<file path="src/rtl/roe_pkg.sv">
// Shared types and constants for the run controller and the decoder that feeds it.
package roe_pkg;

    localparam int PC_W = 10;

    // Opcode the decoder recognises as halt; it raises run_ctrl's halt input.
    localparam logic [5:0] HALT_OPCODE = 6'h3f;

    typedef enum logic [1:0] {
        IDLE = 2'd0,
        LOAD = 2'd1,
        RUN  = 2'd2,
        DONE = 2'd3
    } run_state_t;

endpackage

</file>
<file path="src/rtl/run_watchdog.sv">
// Clearable, enabled cycle counter; tc flags the last allowed RUN cycle.
module run_watchdog #(
    parameter int WDOG_CYC = 1024
) (
    input  logic clk,
    input  logic reset,
    input  logic clear,
    input  logic en,
    output logic tc
);

    localparam int CW = $clog2(WDOG_CYC);
    localparam logic [CW-1:0] LAST = CW'(WDOG_CYC - 1);

    logic [CW-1:0] count;

    always_ff @(posedge clk) begin
        if (reset || clear) begin
            count <= '0;
        end else if (en) begin
            count <= count + 1'b1;
        end
    end

    assign tc = (count == LAST);

endmodule

</file>
<file path="src/rtl/run_ctrl.sv">
// Host req/ack run controller: loads the resume PC, enables execution until halt
// or watchdog expiry, then acknowledges. state is exported for debug visibility.
module run_ctrl
    import roe_pkg::*;
#(
    parameter int PC_W     = roe_pkg::PC_W,
    parameter int START_PC = 0,
    parameter int WDOG_CYC = 1024
) (
    input  logic            clk,
    input  logic            reset,
    input  logic            req,
    input  logic            halt,
    input  logic [PC_W-1:0] pc,
    output logic            pc_init,
    output logic [PC_W-1:0] pc_start,
    output logic            run_en,
    output logic            ack,
    output logic            timeout,
    output run_state_t      state
);

    run_state_t      state_next;
    logic            req_q;
    logic            start;
    logic [PC_W-1:0] resume_pc;
    logic            wd_tc;

    assign start = req & ~req_q;

    run_watchdog #(
        .WDOG_CYC (WDOG_CYC)
    ) u_watchdog (
        .clk   (clk),
        .reset (reset),
        .clear (state == LOAD),
        .en    (state == RUN),
        .tc    (wd_tc)
    );

    always_ff @(posedge clk) begin
        if (reset) begin
            state     <= IDLE;
            req_q     <= 1'b0;
            resume_pc <= PC_W'(START_PC);
            timeout   <= 1'b0;
        end else begin
            state <= state_next;
            req_q <= req;
            if (state == LOAD) begin
                timeout <= 1'b0;
            end
            // Halt has priority over the watchdog: a halting run is never a timeout.
            if (state == RUN) begin
                if (halt) begin
                    resume_pc <= pc + 1'b1;
                end else if (wd_tc) begin
                    timeout <= 1'b1;
                end
            end
        end
    end

    always_comb begin
        state_next = state;
        pc_init    = 1'b0;
        run_en     = 1'b0;
        ack        = 1'b0;
        unique case (state)
            IDLE: begin
                if (start) state_next = LOAD;
            end
            LOAD: begin
                pc_init    = 1'b1;
                state_next = RUN;
            end
            RUN: begin
                run_en = ~halt;
                if (halt || wd_tc) state_next = DONE;
            end
            DONE: begin
                ack = 1'b1;
                if (start) state_next = LOAD;
            end
            default: state_next = IDLE;
        endcase
    end

    assign pc_start = resume_pc;

endmodule

</file>
<file path="config.mk">
export PLATFORM = sky130hd
export DESIGN_NAME = run_ctrl
export DESIGN_NICKNAME = d
export VERILOG_FILES = /design/src/rtl/roe_pkg.sv /design/src/rtl/run_watchdog.sv /design/src/rtl/run_ctrl.sv
export SDC_FILE = /design/constraint.sdc
export NUM_CORES = 1
export LEC_CHECK = 0
export CAP_MARGIN = 40
export CORE_MARGIN = 2
export CORE_UTILIZATION = 60
export DETAILED_ROUTE_END_ITERATION = 16
export DONT_BUFFER_PORTS = 1
export PLACE_DENSITY = 0.76
export SYNTH_ARGS = -nofsm -noshare
export SYNTH_HDL_FRONTEND = slang
export SYNTH_SLANG_ARGS = --single-unit
</file>
<file path="constraint.sdc">
create_clock -name clk -period 1.9 [get_ports clk]
set_input_delay 0.285 -clock clk [delete_from_list [all_inputs] [get_ports clk]]
set_output_delay 0.285 -clock clk [all_outputs]
set_load 0.02 [all_outputs]
</file>
==> results of run 1 <==
-- per-stage QoR --
stage | setup slack [ps] | total power [W] | hold slack [ps]
after floorplan | 181 | 0.00100 | 381
after detailed placement | 269 | 0.00110 | 355
after global routing | 124 | 0.00143 | 4.18
after global placement | 350 | 0.00108 | 353
final | 265 | 0.00134 | 23.8
after CTS | 245 | 0.00136 | 10.1
-- registers in the layout, summed over array words and instances (netlist names) --
register,flops
req_q,1
u_watchdog.count,10
state,2
timeout,1
pc_start,10
-- Yosys cell counts (3+ instances only) --
master                    number
sky130_fd_sc_hd__dfxtp_1      24
sky130_fd_sc_hd__and3_1        3
sky130_fd_sc_hd__xor2_1        7
sky130_fd_sc_hd__nand2_1       6
sky130_fd_sc_hd__o21ai_0      10
sky130_fd_sc_hd__nand4_1       3
sky130_fd_sc_hd__ha_1          6
sky130_fd_sc_hd__xnor2_1       8
sky130_fd_sc_hd__nand3_1       5
sky130_fd_sc_hd__inv_1         7
sky130_fd_sc_hd__a21oi_1      10
sky130_fd_sc_hd__nor2_1       18
-- cells by family after synthesis --
kind of cell / Yosys count
AND/OR/NAND/NOR: 46
AO/OA/AOI/OAI: 25
flip-flops: 24
XOR/XNOR: 15
buffers and inverters: 12
adder cells (fa/ha/maj): 6
multiplexers: 2
-- cell type report --
class                   count  area, um^2
multi-input cells          94         618
fillers                   154         549
flip-flops and latches     24         480
clock buffers               4        36.3
well taps                  25        31.3
inverters                   7        26.3
repair buffers              3        22.5
-- power groups by stage --
stage / clock network, W / logic [W] / registers [W]
final: 0.000258 / 0.000418 / 0.000665
after global routing: 0.000286 / 0.000468 / 0.000673
after CTS: 0.000271 / 0.000424 / 0.000665
after detailed placement: 0 / 0.000424 / 0.000677
after global placement: 0 / 0.000404 / 0.000672
after floorplan: 0 / 0.000295 / 0.000707
-- critical path: stages, from the launching register on --
cell and delay [ps]:
sky130_fd_sc_hd__dfxtp_1 330, sky130_fd_sc_hd__inv_1 50, sky130_fd_sc_hd__ha_1 300, sky130_fd_sc_hd__and2b_1 360
-- how the worst min path moves through the flow --
stage | cells past startpoint | endpoint | startpoint
after floorplan | 1 | pc_start[0] | pc[0]
after global placement | 1 | req_q | reset
after detailed placement | 1 | req_q | reset
after CTS | 1 | req_q | reset
after global routing | 1 | req_q | reset
final | 1 | req_q | reset
-- per-layer routing --
metal | track usage, % | vias to the layer above | wire, um
li1 | - | 448 | -
met1 | 24.5 | 404 | 904
met2 | 35.2 | 31 | 1050
met3 | 7.17 | 2 | 174
met4 | 9.73 | 0 | 19
met5 | 0 | - | 0
==> impl_results.md, run 1 <==
* Outcome: completed
* Die Area at 0.00228 mm^2
* Setup violators final at 0
* R2r startpoint: state[0]
* Root buf cell: sky130_fd_sc_hd__clkbuf_4
* Crit Path Max Fanout at 7
* Leading post-synthesis cells by cell area: sky130_fd_sc_hd__dfxtp_1, sky130_fd_sc_hd__ha_1, sky130_fd_sc_hd__xnor2_1
* Fin Clk Skew at 4.84 ps
* Number of cells on the worst reg-to-reg path at 6
* Clk pin slew, worst setup/hold paths at 120 ps
* Layout Nets at 153
* Die width at 47.7 um
* Post-synthesis simple-gate area fraction at 20.6%
* Overall via count from detail_route at 885
* Number of synthesized flops with an enable pin at 0
* CTS HTree Levels at 1
* Multiplexer fraction of the synthesized cell area at 1.74%
* Post-Synthesis Cells at 130
* Internal power at 0.000855 W
* Post-layout minimum cycle time at 1630 ps
* Number of core rows at 15
* Placed cell area at 0.00118 mm^2
* Syn avg cell area at 8.83 um^2
* Normalized max-slew margin at 76.4%
* Ratio of cells with drive above 1 in the final layout at 7.58%
* Crit path kind: register to primary output
* Async SR Flop Fraction at 0%
* Main combinational cell family by area after synthesis: simple AND/OR/NAND/NOR gates
* Switching share of power at 36.2%
* Register-to-register path setup slack at 270 ps
* Share of synthesized area occupied by flip-flops and latches at 41.9%
* Worst setup path endpoint: run_en
* # Post-CTS Setup Buffers at 0
* Yosys top cell area share at 41.9%
* Leakage power of the design at 0.470 nW
* # clock sinks at 24
* Number of diodes added for antenna fixing at 0
* Power density relative to cell area at 1100 mW/mm^2
* Type of origin of the critical path: register
* Detailed placer's ending HPWL at 1.69 mm
* Hold crit path type: primary input to register
* CTS tree: done
* Commonest cells after routing, fill and taps aside: sky130_fd_sc_hd__dfxtp_1, sky130_fd_sc_hd__nor2_1, sky130_fd_sc_hd__o21ai_0, sky130_fd_sc_hd__a21oi_1, sky130_fd_sc_hd__xnor2_1
* Maxcap violations at 0
* Post-synthesis to final-layout area growth at 5.89%
* Weighted congestion at the end of routability-driven global placement at 0.801
* Average routed wire per standard cell at 13.7 um
* CP Data Required Time at 1620 ps
* Clock share of power at 19.3%
* Critical path endpoint category: primary output
* Final standard cell utilization of the core at 68.9%
* Iteration-0 DRC Markers at 11
* Via count of the first global-routing pass at 837
* Endpoints failing hold at 0
* Fmax achieved at 612 MHz
* Register bit total from synthesis at 24
* Least-Margin Pin Slew at 354 ps
* Maximum buffer depth of the clock tree at 2
* Initial standard-cell utilization of the core at 65.0%
* Leading area contributor after synthesis: sky130_fd_sc_hd__dfxtp_1
* Post-synth cell types at 29
* TritonCTS Buffers at 3
* Vias per Instance at 5.64
* Fraction of power consumed by combinational cells at 31.1%
* Synthesized-area fraction occupied by ao, oa, aoi and oai cells at 13.5%
* Core area at 0.00176 mm^2
* Switching Power at 0.000486 W
* Yosys warnings at 0
* Worst Setup SP: state[0]
* Mapped Nets at 150
* Global Route Usage Sum at 21.2%
* Total non-filler cell area in the finished layout at 0.00121 mm^2
* Router iterations before antenna repair at 4
* Number of cells in the finished layout apart from fillers at 157
* Data arrival time of the worst path at 1350 ps
* Sequential fraction of design power at 49.6%
* Port Buffer Count at 0
* Count of antenna-violating nets left after detailed routing at 0
* DR DRC count at 0
* Global route overflow at 0
* Fraction of the cycle the final worst path needs at 86.0%
* Die extent in y at 47.7 um
* Setup repair after global routing missed its margin: false
* Wire length reported by the detailed router at 2.15 mm
* Leading cell type in the layout, fill and taps excluded: sky130_fd_sc_hd__dfxtp_1
* Peak ir drop on the vdd network at 671 uV
* Number of cells in the design after placement at 153
* Total negative slack at 0 ps
* Pins Over Slew Limit at 0
* Post-cts sizing count at 0
* Cell area after synthesis at 0.00115 mm^2
* Synthesized-area fraction occupied by xor and xnor cells at 11.5%
* Clock latency on the worst-skew pair at 300 ps
* Number of antenna violations at the first check in global routing at 0
* Pin count of the biggest net entering global routing at 14
* Top flip-flop cell by instance count after synthesis: sky130_fd_sc_hd__dfxtp_1
* Reg-to-Reg End: state[0]
* Hold-fix buffer count after cts at 0
* I/O Pins at 30
* Adder-Cell Fraction of Synth Area at 6.54%
* Global-route wire length before repair at 3.31 mm
Note: power is estimated with default switching activity, not from simulation.
==> inputs of run 2 (changes only) <==
--- a/config.mk
+++ b/config.mk
@@ -5,11 +5,12 @@
 export SDC_FILE = /design/constraint.sdc
 export NUM_CORES = 1
 export LEC_CHECK = 0
-export CAP_MARGIN = 40
+export CAP_MARGIN = 20
 export CORE_MARGIN = 2
 export CORE_UTILIZATION = 60
 export DETAILED_ROUTE_END_ITERATION = 16
 export DONT_BUFFER_PORTS = 1
+export MAX_ROUTING_LAYER = met4
 export PLACE_DENSITY = 0.76
 export SYNTH_ARGS = -nofsm -noshare
 export SYNTH_HDL_FRONTEND = slang
==> results of run 2 <==
The final DEF is identical to that of run 1; final timing and power are the same.
Main changes from that run: final weighted congestion in routability-driven placement 0.801 -> 0.812; overall routing resource usage 21.2% -> 21.9%
